$ cat config.mk
export PLATFORM = sky130hd
export DESIGN_NAME = div3_word_feeder
export DESIGN_NICKNAME = d
export VERILOG_FILES = /design/src/rtl/div3_pkg.sv /design/src/rtl/div3_word_feeder_lead_one_det.sv /design/src/rtl/div3_word_feeder.sv
export SDC_FILE = /design/constraint.sdc
export NUM_CORES = 1
export LEC_CHECK = 0
export BUFFER_PORTS_ARGS = -buffer_cell sky130_fd_sc_hd__buf_4
export CAP_MARGIN = 20
export CORE_MARGIN = 5
export CORE_UTILIZATION = 61
export CTS_BUF_LIST = sky130_fd_sc_hd__clkbuf_8
export CTS_CLUSTER_SIZE = 16
export DETAILED_ROUTE_END_ITERATION = 16
export GPL_TIMING_DRIVEN = 0
export PLACE_DENSITY = 0.88
export SLEW_MARGIN = 20
export SYNTH_ARGS = -nofsm -noshare
export SYNTH_HDL_FRONTEND = slang
export SYNTH_SLANG_ARGS = --single-unit
$ cat constraint.sdc
create_clock -name clk -period 3 [get_ports clk]
set_input_delay 0.6 -clock clk [delete_from_list [all_inputs] [get_ports clk]]
set_output_delay 0.6 -clock clk [all_outputs]
set_load 0.005 [all_outputs]
$ cat src/rtl/div3_pkg.sv
// Shared types and helpers for the divisible-by-3 serial path:
// the word feeder FSM states, the detector remainder encoding and
// the bit-counter sizing rule used by the feeder.
package div3_pkg;

    // Word feeder control states.
    typedef enum logic [1:0] {
        IDLE  = 2'd0,
        LOAD  = 2'd1,
        SHIFT = 2'd2
    } feeder_state_t;

    // Running remainder of the serial detector (value seen so far mod 3).
    typedef enum logic [1:0] {
        REM0 = 2'd0,
        REM1 = 2'd1,
        REM2 = 2'd2
    } rem_state_t;

    // Counter wide enough to hold every value 0..w without wrapping.
    function automatic int cnt_width(input int w);
        return $clog2(w + 1);
    endfunction

endpackage

$ cat src/rtl/div3_word_feeder_lead_one_det.sv
// WIDTH-bit priority encoder: reports the index of the most significant
// set bit and flags an all-zero input. Only used when the feeder is built
// with FEEDER_SKIP_LZ_EN, where it strips leading zeros off each word.
module lead_one_det #(
    parameter int WIDTH = 8,
    parameter int IW    = (WIDTH > 1) ? $clog2(WIDTH) : 1
) (
    input  logic [WIDTH-1:0] data_i,
    output logic [IW-1:0]    idx_o,
    output logic             zero_o
);

    // Scan upward so the highest set bit is the last one to win.
    always_comb begin
        idx_o  = '0;
        zero_o = 1'b1;
        for (int i = 0; i < WIDTH; i++) begin
            if (data_i[i]) begin
                idx_o  = IW'(i);
                zero_o = 1'b0;
            end else begin
                idx_o  = idx_o;
                zero_o = zero_o;
            end
        end
    end

endmodule

$ cat src/rtl/div3_word_feeder.sv
// Parallel-to-serial feeder for the divisible-by-3 detector.
// Each accepted word produces a one-cycle clr_o (restarting the detector
// remainder) followed by the word MSB first on x_o, with last_o marking
// the bit on which the detector's div_o is the word verdict.
// Optional build macro: FEEDER_SKIP_LZ_EN -- leading zero bits of each word
// are skipped (they do not change the remainder); an all-zero word then
// sends a single 0 bit.
// All outputs come from flops: the output registers hold the decode of the
// next state, so they track the state register one-for-one except in the
// cycle right after reset, where they are still held at zero.
module div3_word_feeder
    import div3_pkg::*;
#(
    parameter int WIDTH = 8
) (
    input  logic             clk,
    input  logic             reset,
    input  logic             in_valid_i,
    output logic             in_ready_o,
    input  logic [WIDTH-1:0] in_data_i,
    output logic             x_o,
    output logic             x_valid_o,
    output logic             last_o,
    output logic             clr_o
);

    localparam int CW = cnt_width(WIDTH);

    feeder_state_t    state_q, state_d;
    logic [WIDTH-1:0] shreg_q, shreg_d;
    logic [CW-1:0]    cnt_q,   cnt_d;

    logic ready_q, ready_d;
    logic x_q,     x_d;
    logic xv_q,    xv_d;
    logic last_q,  last_d;
    logic clr_q,   clr_d;

    logic             accept_s;
    logic [WIDTH-1:0] load_data_s;
    logic [CW-1:0]    load_cnt_s;

    // The registered ready is what the source sees, so it also gates acceptance.
    assign accept_s = in_valid_i & ready_q;

`ifdef FEEDER_SKIP_LZ_EN
    localparam int IW = (WIDTH > 1) ? $clog2(WIDTH) : 1;

    logic [IW-1:0] lead_idx_s;
    logic          lead_zero_s;
    logic [IW-1:0] lead_sh_s;

    lead_one_det #(
        .WIDTH (WIDTH),
        .IW    (IW)
    ) u_lead_one_det (
        .data_i (in_data_i),
        .idx_o  (lead_idx_s),
        .zero_o (lead_zero_s)
    );

    // Left-align the leading one and send only the bits from it downward.
    always_comb begin
        lead_sh_s = IW'(WIDTH - 1) - lead_idx_s;
        if (lead_zero_s) begin
            load_data_s = '0;
            load_cnt_s  = CW'(1);
        end else begin
            load_data_s = in_data_i << lead_sh_s;
            load_cnt_s  = CW'(lead_idx_s) + CW'(1);
        end
    end
`else
    // Full-width words: already left-aligned, always WIDTH bits long.
    assign load_data_s = in_data_i;
    assign load_cnt_s  = CW'(WIDTH);
`endif

    // Next-state and datapath update for the IDLE/LOAD/SHIFT controller.
    always_comb begin
        state_d = state_q;
        shreg_d = shreg_q;
        cnt_d   = cnt_q;
        case (state_q)
            IDLE: begin
                if (accept_s) begin
                    shreg_d = load_data_s;
                    cnt_d   = load_cnt_s;
                    state_d = LOAD;
                end else begin
                    state_d = IDLE;
                end
            end
            LOAD: begin
                state_d = SHIFT;
            end
            SHIFT: begin
                shreg_d = {shreg_q[WIDTH-2:0], 1'b0};
                if (cnt_q != CW'(0)) begin
                    cnt_d = cnt_q - CW'(1);
                end else begin
                    cnt_d = cnt_q;
                end
                if (cnt_q == CW'(1)) begin
                    if (accept_s) begin
                        // Back-to-back word: skip IDLE and restart directly.
                        shreg_d = load_data_s;
                        cnt_d   = load_cnt_s;
                        state_d = LOAD;
                    end else begin
                        state_d = IDLE;
                    end
                end else begin
                    state_d = SHIFT;
                end
            end
            default: begin
                state_d = IDLE;
                shreg_d = '0;
                cnt_d   = '0;
            end
        endcase
    end

    // Output values for the coming cycle, decoded from the next state.
    always_comb begin
        ready_d = 1'b0;
        clr_d   = 1'b0;
        xv_d    = 1'b0;
        x_d     = 1'b0;
        last_d  = 1'b0;
        case (state_d)
            IDLE: begin
                ready_d = 1'b1;
            end
            LOAD: begin
                clr_d = 1'b1;
            end
            SHIFT: begin
                xv_d = 1'b1;
                x_d  = shreg_d[WIDTH-1];
                if (cnt_d == CW'(1)) begin
                    last_d  = 1'b1;
                    ready_d = 1'b1;
                end else begin
                    last_d  = 1'b0;
                    ready_d = 1'b0;
                end
            end
            default: begin
                ready_d = 1'b0;
            end
        endcase
    end

    // State, datapath and output registers; reset drops any word in flight.
    always_ff @(posedge clk) begin
        if (reset) begin
            state_q <= IDLE;
            shreg_q <= '0;
            cnt_q   <= '0;
            ready_q <= 1'b0;
            clr_q   <= 1'b0;
            xv_q    <= 1'b0;
            x_q     <= 1'b0;
            last_q  <= 1'b0;
        end else begin
            state_q <= state_d;
            shreg_q <= shreg_d;
            cnt_q   <= cnt_d;
            ready_q <= ready_d;
            clr_q   <= clr_d;
            xv_q    <= xv_d;
            x_q     <= x_d;
            last_q  <= last_d;
        end
    end

    assign in_ready_o = ready_q;
    assign clr_o      = clr_q;
    assign x_valid_o  = xv_q;
    assign x_o        = x_q;
    assign last_o     = last_q;

endmodule

==> results of run 1 <==
==> through the flow <==
step | instance area (um2) | total power [W] | instances | hold slack, ns | setup WS (ns)
floorplan | 983 | 0.000346 | 104 | 0.472 | 1.27
global placement | 1120 | 0.000374 | 135 | 0.496 | 1.04
detailed placement | 1120 | 0.000378 | 135 | 0.508 | 0.997
CTS | 1160 | 0.000551 | 139 | 0.519 | 0.944
global route | 1160 | 0.000581 | 139 | 0.513 | 0.760
finish | 1160 | 0.000552 | 139 | 0.509 | 0.928
==> worst max-delay path, delay by kind of cell, from the launching register on <==
family,cells,cell delay [ns]
simple gates,3,0.71
flops,1,0.35
buf+inv,1,0.11
fa+ha+maj,1,0.17
compound gates,2,0.64
==> power breakdown <==
part	internal, W	leakage (nW)	switching, W
clock	0.0000923	0.0255	0.0000844
combinational	0.0000495	0.283	0.0000498
sequential	0.000266	0.155	0.0000101
==> how the worst max path moves through the flow <==
stage | from | to | slack, ns | depth (start not counted)
2_1_floorplan | in_valid_i | in_ready_o | 1.27 | 6
3_3_place_gp | in_valid_i | in_ready_o | 1.04 | 7
3_5_place_dp | cnt_q[1] | in_ready_o | 1.0 | 7
4_1_cts | cnt_q[1] | in_ready_o | 0.94 | 7
5_1_grt | cnt_q[1] | in_ready_o | 0.76 | 7
6_report | cnt_q[1] | in_ready_o | 0.93 | 7
==> state kept, by name, summed over array words and instances, names as in the netlist <==
name and count:
cnt_q 4, clr_o 1, x_valid_o 1, in_ready_o 1, state_q 2, shreg_q 8
x_o 1, last_o 1
==> layout make-up <==
cell class,count,area share (%)
clock buffers,3,3.55
clock inverters,1,0.431
multi-input cells,76,47.6
well taps,16,1.72
flip-flops and latches,19,32.7
plain buffers,5,3.01
repair buffers,15,9.69
inverters,4,1.29
==> metal layers <==
layer  GRT usage, %  vias up
met5              0        -
met1           22.0      412
li1               -      413
met2           37.0       17
met4           10.5        0
met3           4.44       10
==> logic make-up after synthesis <==
kind of cell	share of synthesized area [%]
buf+inv	5.09
flops	38.7
fa+ha+maj	3.82
mux	11.2
compound gates	20.0
simple gates	21.2
==> cells in the final DEF, fill, tap and decap left out, types with 2 or more instances in the layout <==
cell type,instances
dfxtp_1,19
buf_4,15
nor2_1,14
mux2i_1,11
o22a_1,5
inv_1,4
a21oi_1,4
nor2b_1,4
nor3b_1,3
a22oi_1,3
nand2_1,3
ha_1,3
clkbuf_8,3
buf_6,2
clkbuf_1,2
and2_1,2
nor2_4,2
and2b_1,2
a221oi_1,2
==> out/qor.txt, run 1 <==
Run status -> complete, no violations
Hold path start -> shreg_q[7]
Setup Fix Bufs, Post-CTS -> 0
GP Congestion -> 0.891
CP max stage delay -> 0.36 ns
Die area -> 2520 um2
Top-area cell type share of the netlist area -> 38.7%
Worst rel slew slack -> 65.3%
Reg clk slew, reported paths -> 0.07 ns
Sink Count -> 19
CP Data Required Time -> 3.17 ns
FF+latch count, synth -> 19
Pleak -> 0.464 nW
Drt via density -> 6.13
CP max-delay cell -> nor3b_1
Metal2 WL -> 1.20 mm
Pwr/cell area -> 475 nW/um2
Synth top area cells -> dfxtp_1, mux2i_1, nor2_1
Fin crit period -> 2.07 ns
Reg-to-Reg End -> in_ready_o
Register area share after synthesis -> 38.7%
Layout cells sized above 1 -> 22.8%
Commonest cells post-synth -> dfxtp_1, nor2_1, mux2i_1
Remaining DRCs -> 0
Hold Crit Depth -> 2
Post-Syn Area -> 983 um2
Die X -> 50.2 um
WL per Instance -> 16.6 um
Reg-to-reg startpoint -> cnt_q[1]
GRT Util Overall -> 20.5%
Fin crit share -> 69.1%
Crit path cell chain -> inv_1, ha_1, nor3b_1, nand2_1, a221oi_1, nand4_1, a211oi_2
DR top layer -> met4
CTS Hold Bufs -> 0
Reg area -> 380 um2
Worst Max-Slew Pin Slew -> 0.520 ns
# diodes -> 0
Dpl hpwl -> 1.70 mm
Crit. End Element -> flip-flop
Layout Skew -> 0.00439 ns
HP Class -> reg2reg
CP Launch Type -> flip-flop
Fin nets -> 138
Fin. Hold Viols -> 0
Fmax -> 483 MHz
Critical path fanouts, max -> 4
Syn Nets -> 118
Post-route met1 wirelength -> 940 um
TritonCTS clock tree -> done
TritonCTS buffer count -> 3
Largest net degree at the start of global routing -> 12
Cell variety after synth -> 36
PortBufs -> 15
Via count -> 852
Max-cap viol count -> 0
Max VDD drop -> 0.000479 V
Top FF cell, synth -> dfxtp_1
Core area -> 1520 um2
I/O Pins -> 16
Top-count cell post-synth -> dfxtp_1
1st-pass router iterations -> 4
Cell taking the most area after synthesis -> dfxtp_1
Critical Path AT -> 2.24 ns
Global-route wire length before repair -> 3.95 mm
Congestion Overflow GR -> 0
Initial antenna violation count -> 0
Area grow syn2layout -> 18.2%
Initial Util -> 64.5%
Initial DRC Count -> 11
RSZ-0062 raised after global routing -> false
Hold endpoint -> x_o
# fillers -> 98
Syn_area_per_cell -> 9.46 um2
Slew Viols, Final -> 0
Drt total wl -> 2.31 mm
Post-synthesis cell count -> 104
Final ANT Viol Nets -> 0
Clock root buffer -> clkbuf_8
Post-route setup TNS -> 0 ns
Layout Utilization -> 76.3%
Synth Warn # -> 0
H-Tree Level Count -> 1
Worst Reg-to-Reg Cells -> 7
Asr flop ratio synth -> 0%
CTS resizes -> 0
Max clock buf depth -> 2
Post-synth EDFFs -> 0
Crit path kind -> reg2reg
Die Y-Extent -> 50.2 um
Placement Rows -> 14
Vias in the first global route -> 868
Clk_lat worst skew -> 0.26 ns
Setup-failing EPs final -> 0
Multi-input logic area -> 553 um2
Setup slack, reg-to-reg -> 0.93 ns
Met3 WL post-DR -> 74 um
Power figures use the tool's default switching activity.
==> inputs of run 2 (changes only) <==
--- a/config.mk
+++ b/config.mk
@@ -8,12 +8,12 @@
 export BUFFER_PORTS_ARGS = -buffer_cell sky130_fd_sc_hd__buf_4
 export CAP_MARGIN = 20
 export CORE_MARGIN = 5
-export CORE_UTILIZATION = 61
+export CORE_UTILIZATION = 51
 export CTS_BUF_LIST = sky130_fd_sc_hd__clkbuf_8
 export CTS_CLUSTER_SIZE = 16
 export DETAILED_ROUTE_END_ITERATION = 16
 export GPL_TIMING_DRIVEN = 0
-export PLACE_DENSITY = 0.88
+export PLACE_DENSITY = 0.79
 export SLEW_MARGIN = 20
 export SYNTH_ARGS = -nofsm -noshare
 export SYNTH_HDL_FRONTEND = slang
==> constraint.sdc (replaced) <==
create_clock -name clk -period 1.7 [get_ports clk]
set_input_delay 0.34 -clock clk [delete_from_list [all_inputs] [get_ports clk]]
set_output_delay 0.34 -clock clk [all_outputs]
set_load 0.005 [all_outputs]
==> run 2 against run 1 <==
The run now ends with setup timing left. Register-to-register slack got worse by 0.95 ns. Clock skew about the same. Cell area increased by 9.0%. Combinational power increased by 92%. Critical path depth unchanged. First-iteration DRC count increased to 2.9 times the previous value. Final cell count increased by 7.9%. Sequential power increased by 77%. Critical path type unchanged.
==> out/qor.txt, run 2 (same netlist as run 1, synthesis figures left out) <==
Worst rel slew slack -> 67.3%
Metal2 WL -> 1.22 mm
Reg clk slew, reported paths -> 0.07 ns
# diodes -> 0
Run status -> finished with violations
Critical Path AT -> 1.85 ns
Max reg flops -> 8
CP max stage delay -> 0.41 ns
Layout cells sized above 1 -> 35.2%
Post-route setup TNS -> -0.0318 ns
CP max-delay cell -> or3b_4
Reg with most FFs -> shreg_q
Crit path kind -> reg2reg
Pleak -> 0.494 nW
GRT Util Overall -> 19.0%
Initial Util -> 55.2%
Most frequent cells in the layout -> buf_4, dfxtp_1, nor2_1, mux2i_1, o22a_1
Pwr/cell area -> 777 nW/um2
Sink Count -> 19
Failing checks -> setup timing
Post-route cell area -> 1270 um2
Max VDD drop -> 0.000641 V
Via count -> 847
Fin nets -> 140
Worst Slack Setup Final -> -0.0178 ns
Worst Max-Slew Pin Slew -> 0.490 ns
Initial antenna violation count -> 0
CP Data Required Time -> 1.83 ns
Post-DP Area -> 1130 um2
I/O Pins -> 16
TritonCTS buffer count -> 3
CP Launch Type -> flip-flop
Area grow syn2layout -> 28.9%
Clk_lat worst skew -> 0.25 ns
Drt via density -> 5.65
Max clock buf depth -> 2
WP depth -> 7
Fin crit share -> 101%
Fin. Hold Viols -> 0
Congestion Overflow GR -> 0
HP Class -> in2reg
Setup slack, reg-to-reg -> -0.02 ns
Remaining DRCs -> 0
Leading cell type in the layout, fill and taps excluded -> buf_4
Hold Crit Depth -> 2
Placement Rows -> 15
DP Worst Slack -> -0.221 ns
Crit. End Element -> flip-flop
Critical path fanouts, max -> 6
1st-pass router iterations -> 6
Met3 WL post-DR -> 115 um
H-Tree Level Count -> 1
Worst Reg-to-Reg Cells -> 7
Max-cap viol count -> 0
Layout Skew -> 0.00409 ns
TritonCTS clock tree -> done
Biggest regs -> shreg_q x8, cnt_q x4, state_q x2
Die area -> 2910 um2
WL per Instance -> 15.5 um
Global-route wire length before repair -> 3.94 mm
DR top layer -> met4
Slew Viols, Final -> 0
Final ANT Viol Nets -> 0
Die Y-Extent -> 53.9 um
Fin crit period -> 1.72 ns
Largest net degree at the start of global routing -> 12
WP buf/inv -> 1
Initial DRC Count -> 32
Fmax -> 582 MHz
CP delay by family, top -> simple AND/OR/NAND/NOR gates
Clock root buffer -> clkbuf_8
RSZ-0062 raised after global routing -> true
Die X -> 53.9 um
Crit path cell chain -> inv_4, ha_4, or3b_4, nor2_4, mux2i_1, o22a_1, nor2_1
Vias in the first global route -> 873
PortBufs -> 15
Setup-failing EPs final -> 3
Drt total wl -> 2.33 mm
Core area -> 1780 um2
Post-route met1 wirelength -> 957 um
Dpl hpwl -> 1.50 mm
GP Congestion -> 0.829
[run 2: cell count changes in the layout (fill, tap and decap cells not counted), moves of 2 or more]
| cell | before | now |
|---|---|---|
| buf_4 | 15 | 18 |
| a22oi_1 | 3 | 1 |
| a22oi_2 | 0 | 2 |
| dfxtp_1 | 19 | 17 |
| ha_1 | 3 | 1 |
| inv_1 | 4 | 2 |
| nor3b_1 | 3 | 1 |
| nor3b_4 | 0 | 2 |
[run 2: worst paths after layout]
kind / end / start
max reg2reg: shreg_q[5] / cnt_q[1]
min: cnt_q[0] / reset
min reg2reg: shreg_q[7] / shreg_q[7]
max: shreg_q[5] / cnt_q[1]
[run 2: area by class of cell]
type	count	area (um2)
Clock inverter	1	5.00
Multi-Input combinational cell	76	622
Fill cell	136	515
Tap cell	25	31.3
Buffer	5	37.5
Inverter	4	17.5
Clock buffer	3	41.3
Timing Repair Buffer	17	128
Sequential cell	19	385
[run 2: timing repair]
action / CTS / global route
gates cloned: 0 / 0
hold buffers: 0 / 0
resized for setup: 10 / 12
buffers inserted: 2 / 0
endpoints found under the setup margin: 11 / 10
pin swaps: 6 / 12
[run 2: layer usage]
layer / track usage, % / vias up
met1: 22.3 / 391
met4: 8.94 / 0
met5: 0 / -
met2: 33.5 / 24
li1: - / 426
met3: 2.77 / 6
[run 2: power by group]
group | switching [W] | internal [W] | total (W)
Sequential | 0.0000214 | 0.000468 | 0.000489
Clock | 0.000142 | 0.000163 | 0.000304
Combinational | 0.0000940 | 0.0000975 | 0.000191
[run 2: stage by stage]
step           instances  util [%]  hold WS [ns]  total power, W
2_1_floorplan        104         -         0.412        0.000611
3_3_place_gp         144      63.6         0.494        0.000662
3_5_place_dp         144      63.6         0.519        0.000666
4_1_cts              150      68.4         0.268        0.000973
5_1_grt              150      71.1         0.277         0.00103
6_report             150      71.1         0.273        0.000985
==> inputs of run 3 (changes only) <==
--- a/config.mk
+++ b/config.mk
@@ -7,12 +7,11 @@
 export LEC_CHECK = 0
 export BUFFER_PORTS_ARGS = -buffer_cell sky130_fd_sc_hd__buf_4
 export CAP_MARGIN = 20
-export CORE_MARGIN = 5
+export CORE_MARGIN = 2
 export CORE_UTILIZATION = 51
 export CTS_BUF_LIST = sky130_fd_sc_hd__clkbuf_8
 export CTS_CLUSTER_SIZE = 16
 export DETAILED_ROUTE_END_ITERATION = 16
-export GPL_TIMING_DRIVEN = 0
 export PLACE_DENSITY = 0.79
 export SLEW_MARGIN = 20
 export SYNTH_ARGS = -nofsm -noshare
==> run 3 against run 2 <==
Largest power group unchanged. Routed wire length rose by 0.95%. Highest routed layer unchanged. Sequential share of layout area shrank 0.39 points. Die area fell by 21%. Clock power is essentially flat. Final cell count is 4.7% higher. The flow still finishes with violations (setup timing). Clock skew about the same. Largest cell class unchanged. Cell area increased by 0.99%.
==> out/qor.txt, run 3 (same netlist as run 1, synthesis figures left out) <==
Drt total wl -> 2.35 mm
Most frequent cells in the layout -> buf_4, dfxtp_1, nor2_1, mux2i_1, o22a_1
Layout cells sized above 1 -> 35.6%
RSZ-0062 raised after global routing -> true
Global-route wire length before repair -> 3.67 mm
Max clock buf depth -> 2
Clk_lat worst skew -> 0.25 ns
Largest net degree at the start of global routing -> 14
Reg clk slew, reported paths -> 0.07 ns
GP Congestion -> 0.862
Layout Utilization -> 72.6%
Run status -> finished with violations
Setup-failing EPs final -> 2
Fin crit share -> 102%
Post-DP Area -> 1200 um2
Drt via density -> 5.52
Max VDD drop -> 0.000632 V
Critical Path AT -> 1.87 ns
Leading cell type in the layout, fill and taps excluded -> buf_4
Post-route cell area -> 1280 um2
TritonCTS clock tree -> done
Fin crit period -> 1.73 ns
Clock root buffer -> clkbuf_8
Critical path fanouts, max -> 6
Max-cap viol count -> 0
Reg with most FFs -> shreg_q
Slew Viols, Final -> 0
Core area -> 1760 um2
CP Data Required Time -> 1.85 ns
Crit path kind -> reg2reg
Die Y-Extent -> 47.9 um
Power, Total -> 0.000992 W
Area grow syn2layout -> 30.2%
Pwr/cell area -> 775 nW/um2
# diodes -> 0
Fin. Hold Viols -> 0
PortBufs -> 15
Placement Rows -> 15
Initial antenna violation count -> 0
TritonCTS buffer count -> 3
GRT Util Overall -> 23.3%
Initial DRC Count -> 36
1st-pass router iterations -> 4
H-Tree Level Count -> 1
Via count -> 867
Sink Count -> 19
Initial Util -> 55.7%
Fmax -> 579 MHz
Max reg flops -> 8
Final ANT Viol Nets -> 0
Worst Max-Slew Pin Slew -> 0.440 ns
DP Worst Slack -> -0.148 ns
Post-route setup TNS -> -0.0270 ns
CP Launch Type -> flip-flop
Crit. End Element -> flip-flop
I/O Pins -> 16
Worst rel slew slack -> 70.6%
WL per Instance -> 15.0 um
Setup Fix Bufs, Post-CTS -> 0
Die area -> 2300 um2
Layout Skew -> 0.00380 ns
Die X -> 47.9 um
Worst Slack Setup Final -> -0.0264 ns
Failing checks -> setup timing
Pleak -> 0.529 nW
Dpl hpwl -> 1.69 mm
HP Class -> in2reg
Congestion Overflow GR -> 0
Fin nets -> 147
Vias in the first global route -> 811
Remaining DRCs -> 0
Biggest regs -> shreg_q x8, cnt_q x4, state_q x2
==> run 3: path summary, 6_finish.rpt <==
check          startpoint          to  slack (ns)  cells past startpoint
max              cnt_q[1]  shreg_q[5]       -0.03                      7
min          in_data_i[7]         x_o        0.35                      3
min reg2reg    shreg_q[2]  shreg_q[3]        0.53                      2
max reg2reg      cnt_q[1]  shreg_q[5]       -0.03                      7
==> run 3: power breakdown <==
group | internal, W | switching [W] | total (W)
combinational | 0.000104 | 0.0000916 | 0.000196
sequential | 0.000469 | 0.0000219 | 0.000491
clock | 0.000160 | 0.000145 | 0.000306
total | 0.000733 | 0.000259 | 0.000992
==> run 3: routing by layer <==
metal / GRT usage [%] / vias to the layer above / routed length [um]
met4: 4.86 / 0 / 12
li1: - / 434 / -
met5: 0 / - / 0
met3: 3.77 / 2 / 134
met1: 29.4 / 398 / 1010
met2: 41.6 / 33 / 1190
==> run 3: timing repair <==
item / in CTS / in global routing
pin swaps: 4 / 6
setup endpoints to repair: 10 / 10
gates cloned: 0 / 0
gates resized for setup: 8 / 2
hold buffers: 0 / 0
==> run 3: metrics by stage <==
stage	std cells	hold WS [ns]
floorplan	104	0.412
global placement	153	0.496
detailed placement	153	0.511
CTS	157	0.354
global route	157	0.378
finish	157	0.355
==> run 3: worst max-delay path, stage by stage, from the launching register on <==
cell     delay (ns)
dfxtp_2        0.33
inv_2          0.06
ha_1           0.16
or3b_4         0.42
nor2_4         0.22
mux2i_1        0.23
o22a_1         0.16
nor2_1         0.04
==> run 3: layout make-up <==
type,instances,area (um2)
timing repair buffer,29,218
multi-input combinational,76,587
clock buffer,3,41.3
sequential,19,384
tap,25,31.3
clock inverter,1,3.75
inverter,4,15.0
fill,142,484
